File: src/rtl/rom_loader.sv
// Writes a framed byte stream into the Hack instruction ROM, holding the CPU until the image checks out.
// Define ROM_LOADER_BOOT_HOLD_EN to keep the CPU held from power-up until the first good load.
module rom_loader #(
    parameter int         ADDR_W   = 15,
    parameter logic [7:0] HDR_BYTE = 8'hA5
) (
    input  logic        clk,
    input  logic        reset,
    input  logic        in_valid,
    input  logic [7:0]  in_data,
    output logic        in_ready,
    output logic        rom_we,
    output logic [15:0] rom_addr,
    output logic [15:0] rom_wdata,
    output logic        cpu_hold,
    output logic        load_done,
    output logic        load_err,
    output logic [15:0] words_loaded
);

    localparam logic [16:0] CAPACITY  = 17'd1 << ADDR_W;
    localparam logic [15:0] ADDR_MASK = CAPACITY[15:0] - 16'd1;

`ifdef ROM_LOADER_BOOT_HOLD_EN
    localparam logic HOLD_RST = 1'b1;
`else
    localparam logic HOLD_RST = 1'b0;
`endif

    typedef enum logic [2:0] {
        IDLE,
        CNT_HI,
        CNT_LO,
        DATA_HI,
        DATA_LO,
        CHK
    } state_t;

    state_t      state_q, state_d;
    logic [15:0] count_q, count_d;
    logic [7:0]  data_hi_q, data_hi_d;
    logic [7:0]  chk_q, chk_d;
    logic        ready_q;
    logic        we_q, we_d;
    logic [15:0] addr_q, addr_d;
    logic [15:0] wdata_q, wdata_d;
    logic        hold_q, hold_d;
    logic        done_q, done_d;
    logic        err_q, err_d;
    logic [15:0] wl_q, wl_d;

    logic        accept;
    logic [15:0] n_rx;
    logic [15:0] wl_next;

    assign accept  = in_valid && ready_q;
    assign n_rx    = {count_q[15:8], in_data};
    assign wl_next = wl_q + 16'd1;

    // Errors resolve inside the accepting cycle: flag raised, hold kept, straight back to IDLE.
    always_comb begin
        state_d   = state_q;
        count_d   = count_q;
        data_hi_d = data_hi_q;
        chk_d     = chk_q;
        we_d      = 1'b0;
        addr_d    = addr_q;
        wdata_d   = wdata_q;
        hold_d    = hold_q;
        done_d    = 1'b0;
        err_d     = err_q;
        wl_d      = wl_q;

        if (accept) begin
            case (state_q)
                IDLE: begin
                    if (in_data == HDR_BYTE) begin
                        state_d = CNT_HI;
                        hold_d  = 1'b1;
                        err_d   = 1'b0;
                        chk_d   = 8'h00;
                        wl_d    = 16'd0;
                    end
                end
                CNT_HI: begin
                    count_d = {in_data, 8'h00};
                    chk_d   = chk_q ^ in_data;
                    state_d = CNT_LO;
                end
                CNT_LO: begin
                    count_d = n_rx;
                    chk_d   = chk_q ^ in_data;
                    if (n_rx == 16'd0) begin
                        state_d = CHK;
                    end else if ({1'b0, n_rx} > CAPACITY) begin
                        err_d   = 1'b1;
                        state_d = IDLE;
                    end else begin
                        state_d = DATA_HI;
                    end
                end
                DATA_HI: begin
                    data_hi_d = in_data;
                    chk_d     = chk_q ^ in_data;
                    state_d   = DATA_LO;
                end
                DATA_LO: begin
                    chk_d   = chk_q ^ in_data;
                    we_d    = 1'b1;
                    wdata_d = {data_hi_q, in_data};
                    addr_d  = wl_q & ADDR_MASK;
                    wl_d    = wl_next;
                    state_d = (wl_next == count_q) ? CHK : DATA_HI;
                end
                CHK: begin
                    if (in_data == chk_q) begin
                        done_d = 1'b1;
                        hold_d = 1'b0;
                    end else begin
                        err_d  = 1'b1;
                    end
                    state_d = IDLE;
                end
                default: state_d = IDLE;
            endcase
        end
    end

    always_ff @(posedge clk or negedge reset) begin
        if (!reset) begin
            state_q   <= IDLE;
            count_q   <= 16'd0;
            data_hi_q <= 8'h00;
            chk_q     <= 8'h00;
            ready_q   <= 1'b0;
            we_q      <= 1'b0;
            addr_q    <= 16'd0;
            wdata_q   <= 16'd0;
            hold_q    <= HOLD_RST;
            done_q    <= 1'b0;
            err_q     <= 1'b0;
            wl_q      <= 16'd0;
        end else begin
            state_q   <= state_d;
            count_q   <= count_d;
            data_hi_q <= data_hi_d;
            chk_q     <= chk_d;
            ready_q   <= 1'b1;
            we_q      <= we_d;
            addr_q    <= addr_d;
            wdata_q   <= wdata_d;
            hold_q    <= hold_d;
            done_q    <= done_d;
            err_q     <= err_d;
            wl_q      <= wl_d;
        end
    end

    assign in_ready     = ready_q;
    assign rom_we       = we_q;
    assign rom_addr     = addr_q;
    assign rom_wdata    = wdata_q;
    assign cpu_hold     = hold_q;
    assign load_done    = done_q;
    assign load_err     = err_q;
    assign words_loaded = wl_q;

endmodule

File: config.mk
export PLATFORM = sky130hd
export DESIGN_NAME = rom_loader
export DESIGN_NICKNAME = d
export VERILOG_FILES = /design/src/rtl/rom_loader.sv
export SDC_FILE = /design/constraint.sdc
export NUM_CORES = 1
export LEC_CHECK = 0
export CELL_PAD_IN_SITES_DETAIL_PLACEMENT = 1
export CELL_PAD_IN_SITES_GLOBAL_PLACEMENT = 2
export CORE_MARGIN = 2
export CORE_UTILIZATION = 33
export CTS_CLUSTER_SIZE = 12
export DETAILED_ROUTE_END_ITERATION = 6
export MAX_ROUTING_LAYER = met4
export PLACE_DENSITY_LB_ADDON = 0.1
export SETUP_SLACK_MARGIN = 0.3
export SLEW_MARGIN = 20
export SYNTH_ARGS = -nofsm -noshare
export SYNTH_HDL_FRONTEND = slang
export SYNTH_SLANG_ARGS = --single-unit
File: constraint.sdc
create_clock -name clk -period 3.13 [get_ports clk]
set_input_delay 0.626 -clock clk [delete_from_list [all_inputs] [get_ports clk]]
set_output_delay 0.626 -clock clk [all_outputs]
set_load 0.01 [all_outputs]
==> results of run 1 <==
-- cell usage in the layout, fill, tap and decap left out, drive strengths merged, types with 6 or more instances in the layout --
| master | instances |
|---|---|
| nand2 | 121 |
| dfrtp | 87 |
| clkdlybuf4s50 | 61 |
| o21ai | 53 |
| nor2 | 26 |
| buf | 20 |
| xnor2 | 15 |
| nand3 | 13 |
| xor2 | 12 |
| nand2b | 12 |
| a21oi | 11 |
| a22o | 10 |
| mux2 | 9 |
| clkbuf | 9 |
| nor4 | 7 |
| inv | 6 |
| nand4 | 6 |
-- per-stage QoR --
stage          cell area, µm²  worst slack (ns)  hold WS (ns)  util, %
3_5_place_dp             5200             0.341         0.460     39.7
4_1_cts                  5540             0.408         0.314     42.4
2_1_floorplan            4380             0.801         0.330        -
3_3_place_gp             5200             0.346         0.444     39.7
5_1_grt                  5540             0.351         0.346     42.4
6_report                 5540             0.496         0.296     42.4
-- worst max-delay path, stage by stage (launching register included) --
cell and delay, ns:
sky130_fd_sc_hd__dfrtp_1 0.47, sky130_fd_sc_hd__ha_1 0.36, sky130_fd_sc_hd__xnor2_1 0.17, sky130_fd_sc_hd__o211ai_1 0.10, sky130_fd_sc_hd__or4_1 0.54, sky130_fd_sc_hd__a2111oi_1 0.34, sky130_fd_sc_hd__nand4_1 0.29, sky130_fd_sc_hd__a21o_1 0.24
-- what timing repair did --
item	in CTS	in global routing
resized for setup	0	1
hold buffers	0	0
endpoints found under the setup margin	0	1
-- metal layers --
metal,share of wire [%],track usage [%]
met5,0,-
met3,2.6,3.07
met4,1.5,6.85
met1,46,24.0
met2,50,31.8
-- kinds of logic after synthesis --
logic type      count (synthesis)  share of synthesized area [%]
simple gates                  212                           22.5
xor+xnor                       27                           5.40
buf+inv                        42                           4.31
mux                            10                           2.54
flops                          87                           49.7
other cells                     2                          0.171
compound gates                103                           15.1
fa+ha+maj                       1                          0.286
-- power by group through the flow --
| stage | combinational, mW | sequential, mW | clock, mW |
|---|---|---|---|
| floorplan | 0.776 | 1.70 | 0 |
| global placement | 1.20 | 1.75 | 0 |
| detailed placement | 1.24 | 1.76 | 0 |
| CTS | 1.25 | 1.74 | 1.30 |
| global route | 1.40 | 1.80 | 1.34 |
| finish | 1.23 | 1.74 | 1.25 |
-- state kept, by name (all words and copies together) (netlist names) --
register	cells
load_done	1
load_err	1
state_q	3
words_loaded	16
data_hi_q	8
count_q	16
in_ready	1
chk_q	8
cpu_hold	1
rom_wdata	16
rom_addr	15
rom_we	1
-- final cells by class --
cell class                 count  area [µm²]  area share [%]
tap                          176         220            3.97
timing repair buffer          81         761            13.7
clock inverter                 7         120            2.17
multi-input combinational    355        2020            36.5
sequential                    87        2180            39.3
inverter                       5        18.8           0.339
clock buffer                   9         225            4.06
-- worst paths after layout --
kind | startpoint | endpoint | slack (ns) | cells past startpoint
max in group asynchronous | reset | rom_addr[7] | 2.13 | 2
min in group clk | data_hi_q[4] | rom_wdata[12] | 0.47 | 2
hold reg to reg | data_hi_q[4] | rom_wdata[12] | 0.47 | 2
setup reg to reg | words_loaded[1] | state_q[1] | 0.50 | 7
setup / recovery | words_loaded[1] | state_q[1] | 0.50 | 7
hold / removal | reset | words_loaded[7] | 0.30 | 1
==> results_dict.tcl, run 1 <==
set metrics [dict create \
    outcome "finished clean" \
    power.internal_mw 2.86 \
    timing.critical_path.from_type "flip-flop" \
    yosys-top-cells-count "121 x sky130_fd_sc_hd__nand2_1, 87 x sky130_fd_sc_hd__dfrtp_1, 51 x sky130_fd_sc_hd__o21ai_0, 26 x sky130_fd_sc_hd__nor2_1, 24 x sky130_fd_sc_hd__clkbuf_1" \
    fin_cells 720 \
    static-leakage-power_nw 2.46 \
    filler_cell_count 1487 \
    critPathRequiredTime_ns 3.37 \
    hold_path.class "in2async" \
    timing.critical_path.fanout_max 7 \
    worstPathArrival_ns 2.87 \
    cts_tree "done" \
    layout_nets 551 \
    first_global_vias 3800 \
    floorplan.core_area_um2 13100 \
    cellPowerDensity_nw_per_um2 763 \
    maxCapViolations 0 \
    routed_wl_um 12500 \
    worstSetupEndpointType "flip-flop" \
    mapped_nets 496 \
    min_period_over_period_pct 84.2 \
    synth.most_common_cell "sky130_fd_sc_hd__nand2_1" \
    postSynthRegisterBits 87 \
    worst_slew_margin_rel_pct 57.2 \
    drt.antenna.violating_nets 0 \
    drt_drc_violations_left 0 \
    achievable-frequency_mhz 380 \
    die_area_um2 14200 \
    synthFlopType "sky130_fd_sc_hd__dfrtp_1" \
    diodes 0 \
    finalPower_mw 4.23 \
    finClkSkew_ns 0.00698 \
    die-width_um 119 \
    worstMarginPinSlew_ns 0.643 \
    postCtsSetupRepairBufs 0 \
    routedWlPerCell_um 17.4 \
    detail_route.vias_per_cell 5.07 \
    std_cell_rows 42 \
    dr_total_vias 3651 \
    final.setup.tns_ns 0 \
    timing.final.setup_violations 0 \
    placed_cells 704 \
    synth_edf_count 0 \
    hpwl_um 8610 \
    htree_levels 3 \
    drtPass1Iterations 4 \
    timing_hold_violations_final 0 \
    synthesis.instances 484 \
    peak_vdd_ir_v 0.000310 \
    net_switching_power_mw 1.38 \
    finalWorstPathRequiredPeriod_ns 2.63 \
    clock_slew_at_the_register_clock_pins_of_the_worst_setup_and_hold_paths_ns 0.07 \
    number_of_antenna_violations_at_the_first_check_in_global_routing 0 \
    overflow_left_after_global_routing 0 \
    drv_slew 0 \
    flow.area_growth_from_synthesis_pct 26.5 \
    combPwrFrac_pct 29.1 \
    cts-buffers-inserted 9 \
    gp_congestion 0.782 \
    fp.dieH_um 119 \
    rsz_0062_raised_after_global_routing "false" \
    ys.warnings.count 0 \
    power.sequential.fraction_pct 41.2 \
    cts_num_sinks 87 \
    yosysSeqAreaShare_pct 49.7 \
    first_pass_grt_wire_length_um 20500 \
    synth_cell_types 56 \
    cts-root-to-sink-buffers 2 \
    placement.io_buffers 62 \
    p_clk_share_pct 29.7 \
    switching_share_pct 32.5 \
    synth_top_area_cell "sky130_fd_sc_hd__dfrtp_1" \
    synthesis.area_um2 4380 \
    yosys-top-cells-area "sky130_fd_sc_hd__dfrtp_1 50%, sky130_fd_sc_hd__nand2_1 10%, sky130_fd_sc_hd__o21ai_0 5.8%" \
    share_of_flip_flops_with_an_asynchronous_set_or_reset_after_synthesis_pct 100 \
    synth_top_cell_area_share_pct 49.7 \
    globalRouteTotalUtil_pct 19.3 \
    syn-mean-instance-area_um2 9.05 \
    start_util_pct 33.5 \
    cts.root.buffer_cell "sky130_fd_sc_hd__clkbuf_16" \
    io_pins 64 \
    largest_net_degree_at_the_start_of_global_routing 56 \
    clock_latency_ns 0.35 \
    drive_gt1_share_pct 10.8 \
    worst-setup-path-type "reg2reg" \
    drt-initial-drc-count 153 \
]
Power figures use the tool's default switching activity.
==> run 2, diff against run 1 <==
==> constraint.sdc (replaced) <==
create_clock -name clk -period 2.73 [get_ports clk]
set_input_delay 0.546 -clock clk [delete_from_list [all_inputs] [get_ports clk]]
set_output_delay 0.546 -clock clk [all_outputs]
set_load 0.01 [all_outputs]
==> run 2 against run 1 <==
Sequential power rose by 14%. Highest routed layer unchanged. Critical endpoint is now load_err. Combinational power rose by 20%. Via count up 1.4%. Utilization is 0.46 points higher. Clock power is essentially flat. Sequential cell count stayed put. Cell area up 1.1%. Register-to-register slack worse by 0.08 ns.
==> results_dict.tcl, run 2 (synthesized netlist as in run 1, its figures left out) <==
set metrics [dict create \
    postCtsSetupRepairBufs 0 \
    maxCapViolations 0 \
    floorplan.core_area_um2 13100 \
    globalRoute.busiestLayer "met2" \
    finClkSkew_ns 0.00922 \
    drv_slew 0 \
    worst_r2r_startpoint "words_loaded[0]" \
    htree_levels 3 \
    finalWorstPathRequiredPeriod_ns 2.32 \
    setup.worst_path.end "load_err" \
    routedWlPerCell_um 17.5 \
    met3_usage_pct 2.68 \
    combPwrFrac_pct 31.2 \
    worstMarginPinSlew_ns 0.643 \
    hold_path.class "in2async" \
    dr_total_vias 3701 \
    outcome "finished clean" \
    cts_tree "done" \
    detail_route.vias_per_cell 5.10 \
    min_period_over_period_pct 84.9 \
    fin_util_pct 42.8 \
    timing_hold_violations_final 0 \
    timing.critical_path.fanout_max 3 \
    power.sequential.fraction_pct 41.9 \
    largest_net_degree_at_the_start_of_global_routing 40 \
    timing.final.setup_violations 0 \
    commonest_non_fill_non_tap_cell_in_the_layout "sky130_fd_sc_hd__nand2_1" \
    worstPathArrival_ns 2.54 \
    globalRouteTotalUtil_pct 19.3 \
    timing.rr.end "state_q[1]" \
    worst_slew_margin_rel_pct 56.6 \
    fp.dieH_um 119 \
    rsz_0062_raised_after_global_routing "true" \
    cts-buffers-inserted 9 \
    net_switching_power_mw 1.59 \
    cts-root-to-sink-buffers 2 \
    reg2reg_depth 7 \
    p_clk_share_pct 26.9 \
    worst-setup-path-type "in2reg" \
    number_of_antenna_violations_at_the_first_check_in_global_routing 0 \
    drt.antenna.violating_nets 0 \
    timing.critical_path.from_type "primary input" \
    static-leakage-power_nw 2.51 \
    clock_slew_at_the_register_clock_pins_of_the_worst_setup_and_hold_paths_ns 0.07 \
    use_met1_pct 24.6 \
    die_area_um2 14200 \
    placement.io_buffers 62 \
    cts_num_sinks 87 \
    drt-initial-drc-count 175 \
    peak_vdd_ir_v 0.000332 \
    cts.root.buffer_cell "sky130_fd_sc_hd__clkbuf_16" \
    achievable-frequency_mhz 432 \
    overflow_left_after_global_routing 0 \
    gp_congestion 0.808 \
    first_pass_grt_wire_length_um 20700 \
    flow.area_growth_from_synthesis_pct 27.9 \
    layout_nets 557 \
    power.internal_mw 3.15 \
    final.setup.tns_ns 0 \
    final_cell_mix "121 x sky130_fd_sc_hd__nand2_1, 85 x sky130_fd_sc_hd__dfrtp_1, 61 x sky130_fd_sc_hd__clkdlybuf4s50_1" \
    drt_drc_violations_left 0 \
    clock_latency_ns 0.35 \
    routed_wl_um 12700 \
    cellPowerDensity_nw_per_um2 845 \
    switching_share_pct 33.5 \
    io_pins 64 \
    first_global_vias 3887 \
    critical_path.startpoint "in_data[6]" \
    drtPass1Iterations 5 \
    drive_gt1_share_pct 12.5 \
    start_util_pct 33.5 \
    die-width_um 119 \
    std_cell_rows 42 \
    critPathRequiredTime_ns 2.96 \
    diodes 0 \
    regToRegSetupSlack_ns 0.41 \
    worstSetupEndpointType "flip-flop" \
    hold_ws_ns 0.181 \
    hpwl_um 8910 \
    grt.met2_usage_pct 31.5 \
]
## run 2: cell types whose count changed in the layout (fill, tap and decap cells not counted), sizes merged
cell	delta
clkinv	+2
clkbuf	+2
inv	-1
bufinv	-2
buf	+6
clkinvlp	-1
## run 2: metrics by stage
| step | instances | total power, mW | area, µm² | setup WS (ns) |
|---|---|---|---|---|
| floorplan | 484 | 2.84 | 4380 | 0.459 |
| global placement | 710 | 3.41 | 5270 | 0.0313 |
| detailed placement | 710 | 3.46 | 5270 | 0.0244 |
| CTS | 726 | 4.76 | 5570 | 0.316 |
| global route | 726 | 5.05 | 5600 | 0.299 |
| finish | 726 | 4.73 | 5600 | 0.414 |
## run 2: layout make-up
class | instances | area [µm²]
fillers | 1487 | 7480
flip-flops and latches | 87 | 2180
multi-input cells | 355 | 2050
repair buffers | 87 | 831
clock buffers | 11 | 243
well taps | 176 | 220
clock inverters | 5 | 57.6
inverters | 5 | 18.8
## run 2: worst max-delay path, cell delays in order
cell	delay, ns
sky130_fd_sc_hd__clkdlybuf4s50_1	0.43
sky130_fd_sc_hd__or4_4	0.57
sky130_fd_sc_hd__or4_4	0.43
sky130_fd_sc_hd__o21a_1	0.21
sky130_fd_sc_hd__nand2b_1	0.15
sky130_fd_sc_hd__a22oi_2	0.12
sky130_fd_sc_hd__o21ai_1	0.08
## run 2: worst min path at each step
stage,from,endpoint,slack [ns],cells past startpoint
finish,reset,rom_addr[3],0.18,1
floorplan,reset,chk_q[0],0.25,0
detailed placement,rom_wdata[4],rom_wdata[4],0.46,2
CTS,reset,rom_addr[3],0.20,1
global placement,data_hi_q[7],rom_wdata[15],0.45,2
global route,reset,rom_addr[3],0.23,1
## run 2: power by group through the flow
stage | Clock (mW) | Sequential [mW] | Combinational (mW)
finish | 1.27 | 1.98 | 1.48
CTS | 1.30 | 1.99 | 1.48
global placement | 0 | 1.99 | 1.42
detailed placement | 0 | 2.01 | 1.46
global route | 1.34 | 2.04 | 1.66
floorplan | 0 | 1.95 | 0.889
## run 2: metal layers
layer | wire [µm] | part of all wire, %
met2 | 6240 | 49
met5 | 0 | 0
met3 | 287 | 2.3
met1 | 5930 | 47
met4 | 226 | 1.8
## run 2: what timing repair did
item	in CTS	in global routing
hold buffers	0	0
endpoints found under the setup margin	2	5
pin swaps	1	3
gates resized for setup	2	6
==> run 3, diff against run 2 <==
--- a/config.mk
+++ b/config.mk
@@ -8,7 +8,7 @@
 export CELL_PAD_IN_SITES_DETAIL_PLACEMENT = 1
 export CELL_PAD_IN_SITES_GLOBAL_PLACEMENT = 2
 export CORE_MARGIN = 2
-export CORE_UTILIZATION = 33
+export CORE_UTILIZATION = 30
 export CTS_CLUSTER_SIZE = 12
 export DETAILED_ROUTE_END_ITERATION = 6
 export MAX_ROUTING_LAYER = met4
==> constraint.sdc (replaced) <==
create_clock -name clk -period 2 [get_ports clk]
set_input_delay 0.4 -clock clk [delete_from_list [all_inputs] [get_ports clk]]
set_output_delay 0.4 -clock clk [all_outputs]
set_load 0.01 [all_outputs]
==> run 3 against run 2 <==
The flow now finishes with violations (setup timing). Via count rose by 14%. Die area rose by 9.7%. Non-clock buffer count rose by 94. Register-to-register slack got worse by 0.65 ns. Cell area rose by 21%. First-iteration DRC count fell by 20%. Sequential cell count did not move. Sequential share of layout area fell by 6.6 points. Final cell count rose by 14%.
==> results_dict.tcl, run 3 (synthesized netlist as in run 1, its figures left out) <==
set metrics [dict create \
    drt.antenna.violating_nets 0 \
    dr_total_vias 4201 \
    flow.area_growth_from_synthesis_pct 54.8 \
    cts-root-to-sink-buffers 2 \
    placed_cells 785 \
    worst_r2r_startpoint "words_loaded[0]" \
    hpwl_um 10400 \
    placed_cell_area_um2 5900 \
    hold_path.class "in2reg" \
    timing.final.setup_violations 2 \
    clock_latency_ns 0.36 \
    finClkSkew_ns 0.00867 \
    min_period_over_period_pct 112 \
    worst-setup-path-type "reg2reg" \
    globalRouteTotalUtil_pct 20.2 \
    drt_drc_violations_left 0 \
    power.sequential.fraction_pct 37.4 \
    largest_net_degree_at_the_start_of_global_routing 36 \
    worst_hold_path.num_cells 4 \
    floorplan.core_area_um2 14400 \
    cts_num_sinks 87 \
    net_switching_power_mw 2.59 \
    first_global_vias 4508 \
    globalRoute.busiestLayer "met2" \
    critPathRequiredTime_ns 2.24 \
    timing.critical_path.fanout_max 4 \
    die-width_um 125 \
    fin_cells 828 \
    regArea_um2 2190 \
    drtPass1Iterations 4 \
    die_area_um2 15600 \
    detail_route.vias_per_cell 5.07 \
    placement.io_buffers 62 \
    finalPower_mw 7.14 \
    overflow_left_after_global_routing 0 \
    fp.dieH_um 125 \
    grt.met2_usage_pct 34.5 \
    cts.root.buffer_cell "sky130_fd_sc_hd__clkbuf_16" \
    drv_slew 0 \
    p_clk_share_pct 24.0 \
    filler_cell_count 1621 \
    reg2reg_depth 7 \
    maxCapViolations 0 \
    critical_path.startpoint "words_loaded[0]" \
    multiInputGateArea_um2 2420 \
    use_met1_pct 24.6 \
    htree_levels 3 \
    cts-buffers-inserted 9 \
    routedWlPerCell_um 18.0 \
    std_cell_rows 44 \
    rsz_0062_raised_after_global_routing "true" \
    commonest_non_fill_non_tap_cell_in_the_layout "sky130_fd_sc_hd__nand2_1" \
    combPwrFrac_pct 38.6 \
    failed_checks "setup timing" \
    met3_usage_pct 2.41 \
    layout.cell_area.non_filler_um2 6780 \
    finalWorstPathRequiredPeriod_ns 2.24 \
    first_pass_grt_wire_length_um 24100 \
    drt-initial-drc-count 140 \
    achievable-frequency_mhz 447 \
    cts_tree "done" \
    final.setup.tns_ns -0.398 \
    final_cell_mix "117 x sky130_fd_sc_hd__nand2_1, 99 x sky130_fd_sc_hd__buf_4, 75 x sky130_fd_sc_hd__dfrtp_1" \
    static-leakage-power_nw 3.20 \
    diodes 0 \
    drive_gt1_share_pct 36.0 \
    worstPathArrival_ns 2.48 \
    switching_share_pct 36.3 \
    io_pins 64 \
    timing_hold_violations_final 0 \
    power.internal_mw 4.55 \
    number_of_antenna_violations_at_the_first_check_in_global_routing 0 \
    cellPowerDensity_nw_per_um2 1050 \
    layout_nets 651 \
    timing.critical_path.from_type "flip-flop" \
    worstSetupEndpointType "flip-flop" \
    worst_hold_startpoint "in_data[6]" \
    post-route-worst-setup-slack_ns -0.237 \
    start_util_pct 30.4 \
    peak_vdd_ir_v 0.000515 \
    clock_slew_at_the_register_clock_pins_of_the_worst_setup_and_hold_paths_ns 0.08 \
    outcome "complete, but fails checks" \
    routed_wl_um 14900 \
    gp_congestion 0.822 \
]
[run 3: cell types whose count changed in the layout (fill, tap and decap cells not counted), sizes merged, moves of 3 or more]
cell           delta
buf              +98
clkdlybuf4s50    -25
dlygate4sd2      +17
inv               +5
clkinv            -3
[run 3: per-stage QoR]
step                      hold WS [ns]  utilization (%)  worst slack [ns]
after floorplan                  0.104                -            -0.109
after global placement           0.358             40.9            -0.515
after detailed placement         0.358             40.9            -0.532
after CTS                        0.412             45.5            -0.232
after global routing             0.423             47.0            -0.298
final                            0.398             47.0            -0.237
[run 3: power by group through the flow]
stage | sequential [mW] | clock (mW) | combinational [mW]
2_1_floorplan | 2.68 | 0 | 1.31
3_3_place_gp | 2.67 | 0 | 2.36
3_5_place_dp | 2.69 | 0 | 2.44
4_1_cts | 2.65 | 1.75 | 2.67
5_1_grt | 2.74 | 1.82 | 3.03
6_report | 2.67 | 1.71 | 2.76
[run 3: layout make-up]
cell class / count / area share (%)
timing repair buffer: 181 / 24.0
tap: 184 / 3.39
clock buffer: 9 / 3.32
multi-input combinational: 355 / 35.7
clock inverter: 7 / 0.923
inverter: 5 / 0.277
sequential: 87 / 32.3
[run 3: worst paths after layout]
path                            slack (ns)              end
worst max register to register       -0.24       state_q[1]
worst max-delay path                 -0.24       state_q[1]
worst min register to register        0.47    rom_wdata[15]
worst min-delay path                  0.40     rom_wdata[6]
max in group asynchronous             0.93  words_loaded[9]
min in group asynchronous             0.51  words_loaded[0]
[run 3: timing repair]
item                                    in CTS  in global routing
hold buffers                                 1                  0
endpoints found under the hold margin       25                  0
pin swaps                                   18                 18
cloned                                       1                  0
endpoints found under the setup margin      56                 60
gates resized for setup                     91                 47
setup buffers                               19                  6
[run 3: routing by layer]
layer | routed length, µm | share of wire [%]
met1 | 6620 | 44
met2 | 7600 | 51
met3 | 373 | 2.5
met4 | 345 | 2.3
met5 | 0 | 0
[run 3: worst max-delay path: stages, from the launching register on]
cell and delay, ns:
sky130_fd_sc_hd__dfrtp_2 0.43, sky130_fd_sc_hd__ha_4 0.18, sky130_fd_sc_hd__and3_4 0.18, sky130_fd_sc_hd__xnor2_1 0.12
sky130_fd_sc_hd__or4_4 0.54, sky130_fd_sc_hd__a2111oi_4 0.20, sky130_fd_sc_hd__nand4_1 0.24, sky130_fd_sc_hd__a21o_1 0.22
